$ cat src/rtl/code_lock_param_if.sv
// Front-end to lock bundle: serial code bits and controls in, door/lockout status out.
// The master drives entry strobes; the slave (the lock) drives status.
interface code_lock_param_if;
  logic       bit_valid;
  logic       bit_in;
  logic       abort;
  logic       prog_en;
  logic       door_open;
  logic       locked_out;
  logic       attempt_fail;
  logic       prog_done;
  logic [3:0] fail_cnt;
  logic [4:0] bit_cnt;

  modport master (
    output bit_valid, bit_in, abort, prog_en,
    input  door_open, locked_out, attempt_fail, prog_done, fail_cnt, bit_cnt
  );

  modport slave (
    input  bit_valid, bit_in, abort, prog_en,
    output door_open, locked_out, attempt_fail, prog_done, fail_cnt, bit_cnt
  );
endinterface

$ cat src/rtl/code_lock_param.sv
// Serial combination lock: framed MSB-first code entry, timed door-open window,
// failure counting with timed lockout, and code reprogramming while open.
module code_lock_param #(
  parameter int                  CODE_LEN       = 6,
  parameter logic [CODE_LEN-1:0] DEFAULT_CODE   = 6'b101010,
  parameter int                  MAX_FAILS      = 3,
  parameter int                  OPEN_CYCLES    = 8,
  parameter int                  LOCKOUT_CYCLES = 16
) (
  input  logic             clk,
  input  logic             reset,
  code_lock_param_if.slave bus
);

  localparam int TMAX  = (OPEN_CYCLES > LOCKOUT_CYCLES) ? OPEN_CYCLES : LOCKOUT_CYCLES;
  localparam int TMR_W = $clog2(TMAX);

  typedef enum logic [1:0] {S_ENTRY, S_OPEN, S_PROG, S_LOCKOUT} state_t;

  state_t              r_state, w_state_nx;
  logic [CODE_LEN-1:0] r_shift, w_shift_nx;
  logic [CODE_LEN-1:0] r_code,  w_code_nx;
  logic [4:0]          r_bit_cnt, w_bit_cnt_nx;
  logic [3:0]          r_fail, w_fail_nx;
  logic [TMR_W-1:0]    r_timer, w_timer_nx;
  logic                r_door, w_door_nx;
  logic                r_lock, w_lock_nx;
  logic                r_afail, w_afail_nx;
  logic                r_pdone, w_pdone_nx;

  logic [CODE_LEN-1:0] w_word;
  logic                w_last;
  logic [3:0]          w_fail_inc;

  // The word as it will look once the current bit lands in the LSB.
  assign w_word     = {r_shift[CODE_LEN-2:0], bus.bit_in};
  assign w_last     = (r_bit_cnt == 5'(CODE_LEN - 1));
  assign w_fail_inc = r_fail + 4'd1;

  always_ff @(posedge clk) begin
    if (!reset) begin
      r_state   <= S_ENTRY;
      r_shift   <= '0;
      r_code    <= DEFAULT_CODE;
      r_bit_cnt <= '0;
      r_fail    <= '0;
      r_timer   <= '0;
      r_door    <= 1'b0;
      r_lock    <= 1'b0;
      r_afail   <= 1'b0;
      r_pdone   <= 1'b0;
    end else begin
      r_state   <= w_state_nx;
      r_shift   <= w_shift_nx;
      r_code    <= w_code_nx;
      r_bit_cnt <= w_bit_cnt_nx;
      r_fail    <= w_fail_nx;
      r_timer   <= w_timer_nx;
      r_door    <= w_door_nx;
      r_lock    <= w_lock_nx;
      r_afail   <= w_afail_nx;
      r_pdone   <= w_pdone_nx;
    end
  end

  always_comb begin
    w_state_nx   = r_state;
    w_shift_nx   = r_shift;
    w_code_nx    = r_code;
    w_bit_cnt_nx = r_bit_cnt;
    w_fail_nx    = r_fail;
    w_timer_nx   = r_timer;
    w_door_nx    = r_door;
    w_lock_nx    = r_lock;
    w_afail_nx   = 1'b0;
    w_pdone_nx   = 1'b0;

    unique case (r_state)
      S_ENTRY: begin
        if (bus.abort) begin
          w_bit_cnt_nx = '0;
          w_shift_nx   = '0;
        end else if (bus.bit_valid) begin
          if (w_last) begin
            w_bit_cnt_nx = '0;
            w_shift_nx   = '0;
            if (w_word == r_code) begin
              w_state_nx = S_OPEN;
              w_door_nx  = 1'b1;
              w_fail_nx  = '0;
              w_timer_nx = TMR_W'(OPEN_CYCLES - 1);
            end else begin
              w_afail_nx = 1'b1;
              w_fail_nx  = w_fail_inc;
              if (w_fail_inc == 4'(MAX_FAILS)) begin
                w_state_nx = S_LOCKOUT;
                w_lock_nx  = 1'b1;
                w_timer_nx = TMR_W'(LOCKOUT_CYCLES - 1);
              end
            end
          end else begin
            w_shift_nx   = w_word;
            w_bit_cnt_nx = r_bit_cnt + 5'd1;
          end
        end
      end

      S_OPEN: begin
        // A programming strobe takes priority over the window expiring.
        if (bus.bit_valid && bus.prog_en) begin
          w_state_nx   = S_PROG;
          w_shift_nx   = {{(CODE_LEN-1){1'b0}}, bus.bit_in};
          w_bit_cnt_nx = 5'd1;
        end else if (r_timer == '0) begin
          w_state_nx = S_ENTRY;
          w_door_nx  = 1'b0;
        end else begin
          w_timer_nx = r_timer - 1'b1;
        end
      end

      S_PROG: begin
        if (bus.abort) begin
          w_state_nx   = S_ENTRY;
          w_door_nx    = 1'b0;
          w_bit_cnt_nx = '0;
          w_shift_nx   = '0;
        end else if (bus.bit_valid) begin
          if (w_last) begin
            w_code_nx    = w_word;
            w_pdone_nx   = 1'b1;
            w_state_nx   = S_ENTRY;
            w_door_nx    = 1'b0;
            w_bit_cnt_nx = '0;
            w_shift_nx   = '0;
          end else begin
            w_shift_nx   = w_word;
            w_bit_cnt_nx = r_bit_cnt + 5'd1;
          end
        end
      end

      S_LOCKOUT: begin
        if (r_timer == '0) begin
          w_state_nx   = S_ENTRY;
          w_lock_nx    = 1'b0;
          w_fail_nx    = '0;
          w_bit_cnt_nx = '0;
        end else begin
          w_timer_nx = r_timer - 1'b1;
        end
      end

      default: w_state_nx = S_ENTRY;
    endcase
  end

  assign bus.door_open    = r_door;
  assign bus.locked_out   = r_lock;
  assign bus.attempt_fail = r_afail;
  assign bus.prog_done    = r_pdone;
  assign bus.fail_cnt     = r_fail;
  assign bus.bit_cnt      = r_bit_cnt;

endmodule

$ cat src/flat_wrapper.sv
// flat-port wrapper written by rule: the top's interface ports become plain ports
module code_lock_param_flat 
#(
  parameter int                  CODE_LEN       = 6,
  parameter logic [CODE_LEN-1:0] DEFAULT_CODE   = 6'b101010,
  parameter int                  MAX_FAILS      = 3,
  parameter int                  OPEN_CYCLES    = 8,
  parameter int                  LOCKOUT_CYCLES = 16
)
  (clk, reset, bus_bit_valid, bus_bit_in, bus_abort, bus_prog_en, bus_door_open, bus_locked_out, bus_attempt_fail, bus_prog_done, bus_fail_cnt, bus_bit_cnt);
  code_lock_param_if bus_i ();
  input  logic clk;
  input  logic reset;
  input wire logic [$bits(bus_i.bit_valid)-1:0] bus_bit_valid;
  input wire logic [$bits(bus_i.bit_in)-1:0] bus_bit_in;
  input wire logic [$bits(bus_i.abort)-1:0] bus_abort;
  input wire logic [$bits(bus_i.prog_en)-1:0] bus_prog_en;
  output wire logic [$bits(bus_i.door_open)-1:0] bus_door_open;
  output wire logic [$bits(bus_i.locked_out)-1:0] bus_locked_out;
  output wire logic [$bits(bus_i.attempt_fail)-1:0] bus_attempt_fail;
  output wire logic [$bits(bus_i.prog_done)-1:0] bus_prog_done;
  output wire logic [$bits(bus_i.fail_cnt)-1:0] bus_fail_cnt;
  output wire logic [$bits(bus_i.bit_cnt)-1:0] bus_bit_cnt;
  assign bus_i.bit_valid = bus_bit_valid;
  assign bus_i.bit_in = bus_bit_in;
  assign bus_i.abort = bus_abort;
  assign bus_i.prog_en = bus_prog_en;
  assign bus_door_open = bus_i.door_open;
  assign bus_locked_out = bus_i.locked_out;
  assign bus_attempt_fail = bus_i.attempt_fail;
  assign bus_prog_done = bus_i.prog_done;
  assign bus_fail_cnt = bus_i.fail_cnt;
  assign bus_bit_cnt = bus_i.bit_cnt;
  code_lock_param #(.CODE_LEN(CODE_LEN), .DEFAULT_CODE(DEFAULT_CODE), .MAX_FAILS(MAX_FAILS), .OPEN_CYCLES(OPEN_CYCLES), .LOCKOUT_CYCLES(LOCKOUT_CYCLES)) u_core (.clk(clk), .reset(reset), .bus(bus_i));
endmodule
$ cat config.mk
export PLATFORM = sky130hd
export DESIGN_NAME = code_lock_param_flat
export DESIGN_NICKNAME = d
export VERILOG_FILES = /design/src/rtl/code_lock_param_if.sv /design/src/rtl/code_lock_param.sv /design/src/flat_wrapper.sv
export SDC_FILE = /design/constraint.sdc
export NUM_CORES = 1
export LEC_CHECK = 0
export ABC_AREA = 1
export BUFFER_PORTS_ARGS = -buffer_cell sky130_fd_sc_hd__buf_2
export CAP_MARGIN = 20
export CORE_UTILIZATION = 55
export DETAILED_ROUTE_END_ITERATION = 8
export PLACE_DENSITY = 0.75
export SETUP_SLACK_MARGIN = 0.4
export SYNTH_ARGS = -nofsm -noshare
export SYNTH_HDL_FRONTEND = slang
export SYNTH_SLANG_ARGS = --single-unit
$ cat constraint.sdc
create_clock -name clk -period 2.3 [get_ports clk]
set_clock_uncertainty 0.1 [all_clocks]
set_input_delay 0.345 -clock clk [delete_from_list [all_inputs] [get_ports clk]]
set_output_delay 0.345 -clock clk [all_outputs]
set_load 0.01 [all_outputs]
; Word level (Yosys, flattened, before mapping)
; Index checks and enable logic that the tools add are counted.
[word_totals]
latchBits = 0
regBits = 30
input_bits = 6
elab_cells = 111
n_memories = 0
mem_bits_ro = 0
ramBits = 0
[op_classes]
n_lt_le_gt_ge = 0
add_sub_neg = 3
n_mux = 54
multipliers = 0
eq_ne = 20
bitwise_logic = 6
n_reduce_logical = 18
n_shift = 0
n_div = 0
[ops]
columns = cell, n
row1 = 4-bit two-way mux, 12
row2 = 5-bit two-way mux, 9
row3 = 2-bit two-way mux, 10
row4 = 1-bit two-way mux, 16
row5 = 5-bit one-hot mux with 3 select lines, 1
row6 = 2-bit by 1-bit inequality test with 1-bit output (second input constant), 6
row7 = 4-bit one-hot mux with 3 select lines, 1
row8 = 6-bit AND reduction, 2
row9 = 5-bit one-hot mux with 2 select lines, 1
row10 = 9-bit AND reduction, 1
row11 = 2-bit inequality test (second input constant), 4
row12 = 2-bit one-hot mux with 4 select lines, 1
row13 = 4-bit one-hot mux with 2 select lines, 1
row14 = 7-bit AND reduction, 1
row15 = 6-bit equality test, 1
row16 = 3-bit by 1-bit inequality test with 1-bit output (second input constant), 2
row17 = 1-bit inverter, 6
row18 = 3-bit AND reduction, 2
row19 = 3-bit nonzero test, 2
row20 = 5-bit by 1-bit adder with 5-bit output (second input constant), 1
row21 = 5-bit by 3-bit equality test with 1-bit output (second input constant), 1
row22 = 5-bit AND reduction, 1
row23 = 5-bit OR reduction, 1
row24 = 4-bit by 1-bit adder with 4-bit output (second input constant), 1
row25 = 15 further kinds, 17

; Logic depth before layout (Yosys ltp)
[depth]
ltp_word = 8
ltp_mapped = 14

; Worst setup path before layout
; No wires, ideal clock.
[synth_timing]
path_type = flip-flop to flip-flop
start = register u_core.r_state[0]
end = register u_core.r_timer[3]
stages_incl_launch_ff = 9
t_arrival_ns = 1.532
slack_ns = 0.555
path_buffers = 0
synth_period_minus_slack_ns = 1.745
setup_time_ns = 0.113
path_cell_list = dfxtp_1 -> inv_1 -> ha_1 -> inv_1 -> o21ai_0 -> nor3_4 -> nand2_2 -> nor2_1 -> nor2_1
[synth_via]
elab_chain_len = 3
[synth_lines]
columns = item, line_no
row1 = from (decl), code_lock_param.sv:20  ; state_t r_state, w_state_nx;
row2 = from (signal assigned), code_lock_param.sv:53  ; r_state <= w_state_nx;
row3 = "2-bit by 1-bit equality test with 1-bit output, or another cell as far along", code_lock_param.sv:78  ; unique case (r_state)
row4 = "2-bit inequality test (no line), or another cell as far along", -
row5 = 6-bit AND reduction (no line), -
row6 = to (signal assigned), code_lock_param.sv:58  ; r_timer <= w_timer_nx;
row7 = to (decl), code_lock_param.sv:25  ; logic [TMR_W-1:0] r_timer, w_timer_nx;
; Parallel ways exist; a longest one is shown, timed or not.
; A chain may end at the register's enable or synchronous reset.

; Worst setup path after layout
[layout_timing]
start = register u_core.r_state[0]
end = register u_core.r_code[1]
[layout_via]
elab_chain_len = 2
[layout_lines]
columns = item, line_no
row1 = 2-bit equality test, code_lock_param.sv:78
row2 = 4-bit AND reduction (no line), -
row3 = to (signal assigned), code_lock_param.sv:55  ; r_code <= w_code_nx;
row4 = to (decl), code_lock_param.sv:22  ; logic [CODE_LEN-1:0] r_code, w_code_nx;
; Every way passes these cells.

==> flow_summary.yaml <==
grt:
  grt_overflow: 0
  grt_pass1_wl_um: 6334
  grt_pass1_vias: 1474
  antenna_found_initial: 0
  grtUsageTotal_pct: 23.21
  grt_max_degree: 18
sta:
  fin_crit_sh_pct: 78.44
  finalHoldViolCount: 0
  setup_violations: 0
  grt_setup_unrepaired: "yes"
  period_minus_slack_ps: 1804
  tightest_slew_ps: 478.9
  slew_headroom_pct: 68.04
  fin_setup_tns_ps: 0
  maxSlewViolCount: 0
  fmax_ghz: 0.5543
route:
  drtIter0Drc: 97
  ant_nets: 0
  vias: 1756
  vias_per_cell: 5.061
  routed_wl_um: 3808
  avgRoutedWirePerCell_um: 10.97
  drcViolationCount: 0
  dr.pass1.iters: 4
setup_path:
  ff2ff_path_depth: 7
  rr_endpoint: "u_core.r_code[1]$_SDFFE_PN1P_"
  cp.buffers_inverters: 3
  arrival_ps: 1920
  crit_path_start_kind: "flop"
  end_kind: "flop"
  crit_type: "reg -> reg"
  worstPathMaxFanout: 8
  path_cells: "inv_1 -> ha_1 -> inv_1 -> nor3_4 -> inv_1 -> a21oi_1 -> o21ai_0"
  cp_slowest_cell: "dfxtp_2"
  cpLargestDelayFamily: "buffers and inverters"
  crit_start: "u_core.r_state[0]$_SDFFE_PN0P_"
  required_ps: 2410
  r2r-start: "u_core.r_state[0]$_SDFFE_PN0P_"
  crit_path_max_incr_delay_ps: 370
  r2r_slack_ps: 500
  crit_top_cell: "inv_1"
  path_depth: 7
clocking:
  cts_made_buffers: 5
  cts-root-buf: "clkbuf_4"
  cts.sinks: 30
  clk_latency_ps: 330
  ctsHtreeMaxLevel: 2
  cts_tree: "done"
  clk_pin_slew_ps: 90
  cts_buffer_depth: 2
synthesis:
  ys_seq_area_share_pct: 31.70
  syn_area_per_cell_um2: 6.814
  synth-seq-cells: 30
  syn-num-nets: 296
  netlist.area_leader.share_pct: 31.70
  yosysTopAreaCell: "dfxtp_1"
  netlist_area_um2: 1894
  syn_inst: 278
  postSynth.asyncResetShare_pct: 0
  synth_area_leaders: "dfxtp_1 (32%), nand2_1 (13%), ha_1 (7.9%)"
  yosysWarnings: 0
  synth_edf_count: 0
  ys_types: 31
  ys.flop_type: "dfxtp_1"
die:
  start_util_pct: 60.08
  die-area_um2: 3683
  core_area_um2: 3153
  die_w_um: 60.69
  die_h_um: 60.69
  num_io_pins: 19
  rows: 20
final_layout:
  drive_gt1_share_pct: 20.13
  finalCoreUtilization_pct: 66.83
  num_antenna_cells: 0
  nets: 320
  area_delta_synth_final_pct: 11.23
status:
  status: "completed"
placement:
  place_congestion: 0.8844
  numPortBuffers: 18
  dp_hpwl_um: 2774
power:
  power.static_leakage_uw: 0.001076
  ir_drop_mv: 0.2649
  pwr_density_cell_nw_per_um2: 441.7
min_path:
  hold_path.class: "in -> reg"
  min_from: "bus_bit_in"
  hold_end: "u_core.r_code[0]$_SDFFE_PN0P_"
  min_path_cells: 3
job:
  cap_violations: 0
worst register-to-register path, delay by kind of cell, from the launching register on:
kind            cells  cell delay, ps
fa+ha+maj           1             170
simple gates        1             360
compound gates      2             250
flops               1             370
buf+inv             3             450
kinds of logic after synthesis:
logic type / share of synthesized area (%)
compound gates: 13.80
xor+xnor: 0.4624
fa+ha+maj: 7.926
buf+inv: 10.11
flops: 31.70
simple gates: 36.00
cells in the mapped netlist, types with 5 or more instances:
library cell / n
ha_1: 12
inv_2: 7
nand2_2: 5
nand2_1: 65
a22oi_1: 5
inv_1: 38
nor2_2: 5
dfxtp_1: 30
a21oi_1: 20
nor2_1: 34
o21ai_0: 13
nand3_1: 14
sequential cells by signal (all words and copies together), names as in the netlist:
register                 flops
u_core.bus.prog_done         1
u_core.r_shift               5
u_core.bus.fail_cnt          4
u_core.r_timer               4
u_core.r_state               2
u_core.bus.attempt_fail      1
u_core.r_code                6
u_core.bus.locked_out        1
u_core.bus.bit_cnt           5
u_core.bus.door_open         1
stage by stage:
step / cells / total power, µW / setup slack (ps) / cell area [µm²] / hold WS, ps
2_1_floorplan: 278 / 588.7 / 555.2 / 1894 / 351.6
3_3_place_gp: 338 / 608.7 / 419.8 / 2028 / 361.4
3_5_place_dp: 338 / 609.2 / 374.2 / 2028 / 372.5
4_1_cts: 346 / 946.4 / 423.1 / 2090 / 182.5
5_1_grt: 347 / 977.8 / 334.8 / 2107 / 178.3
6_report: 347 / 930.7 / 495.8 / 2107 / 190.3
per-layer routing:
| layer | vias up | wire length (µm) | GRT usage, % |
|---|---|---|---|
| met2 | 34 | 1685 | 38.30 |
| met5 | - | 0 | 0 |
| met1 | 778 | 1906 | 30.09 |
| li1 | 935 | - | - |
| met3 | 9 | 143 | 4.478 |
| met4 | 0 | 73 | 8.766 |
timing repair:
item                       CTS  global route
buffers inserted             0             1
gates resized for setup      1             5
hold buffers                 0             0
pin swaps                    0             2
setup endpoints to repair    3            17
layout by cell type, fill, tap and decap left out, types with 4 or more instances in the layout:
cell type   n
nor2_1     34
nand3_1    14
inv_2       7
ha_1       11
nor2_4      4
dfxtp_1    27
nor2_2      4
a22oi_1     5
o21ai_0    12
a21oi_1    20
buf_2      18
inv_1      38
nand2_2     5
nand2_1    65
clkbuf_4    5
report_power, final:
group          internal [µW]  leakage (µW)  switching (µW)
Clock                    148     0.0000353             182
Sequential               525      0.000244            6.67
Combinational           23.5      0.000797            45.5
how the worst max path moves through the flow:
stage	slack [ps]	endpoint
floorplan	560	u_core.r_timer[3]$_SDFFE_PN0P_
finish	500	u_core.r_code[1]$_SDFFE_PN1P_
global route	330	u_core.bus.bit_cnt[3]$_SDFFE_PN0P_
global placement	420	u_core.r_timer[3]$_SDFFE_PN0P_
detailed placement	370	u_core.r_timer[3]$_SDFFE_PN0P_
CTS	420	u_core.r_shift[3]$_SDFFE_PN0P_
layout make-up:
cell class	count	area [µm²]
clock buffers	7	55.05
repair buffers	20	105.1
well taps	44	55.05
multi-input cells	199	1110
inverters	46	172.7
fillers	310	1046
flip-flops and latches	30	604.3
clock inverters	1	5.005
No activity file was read; power rests on OpenSTA's default activity.
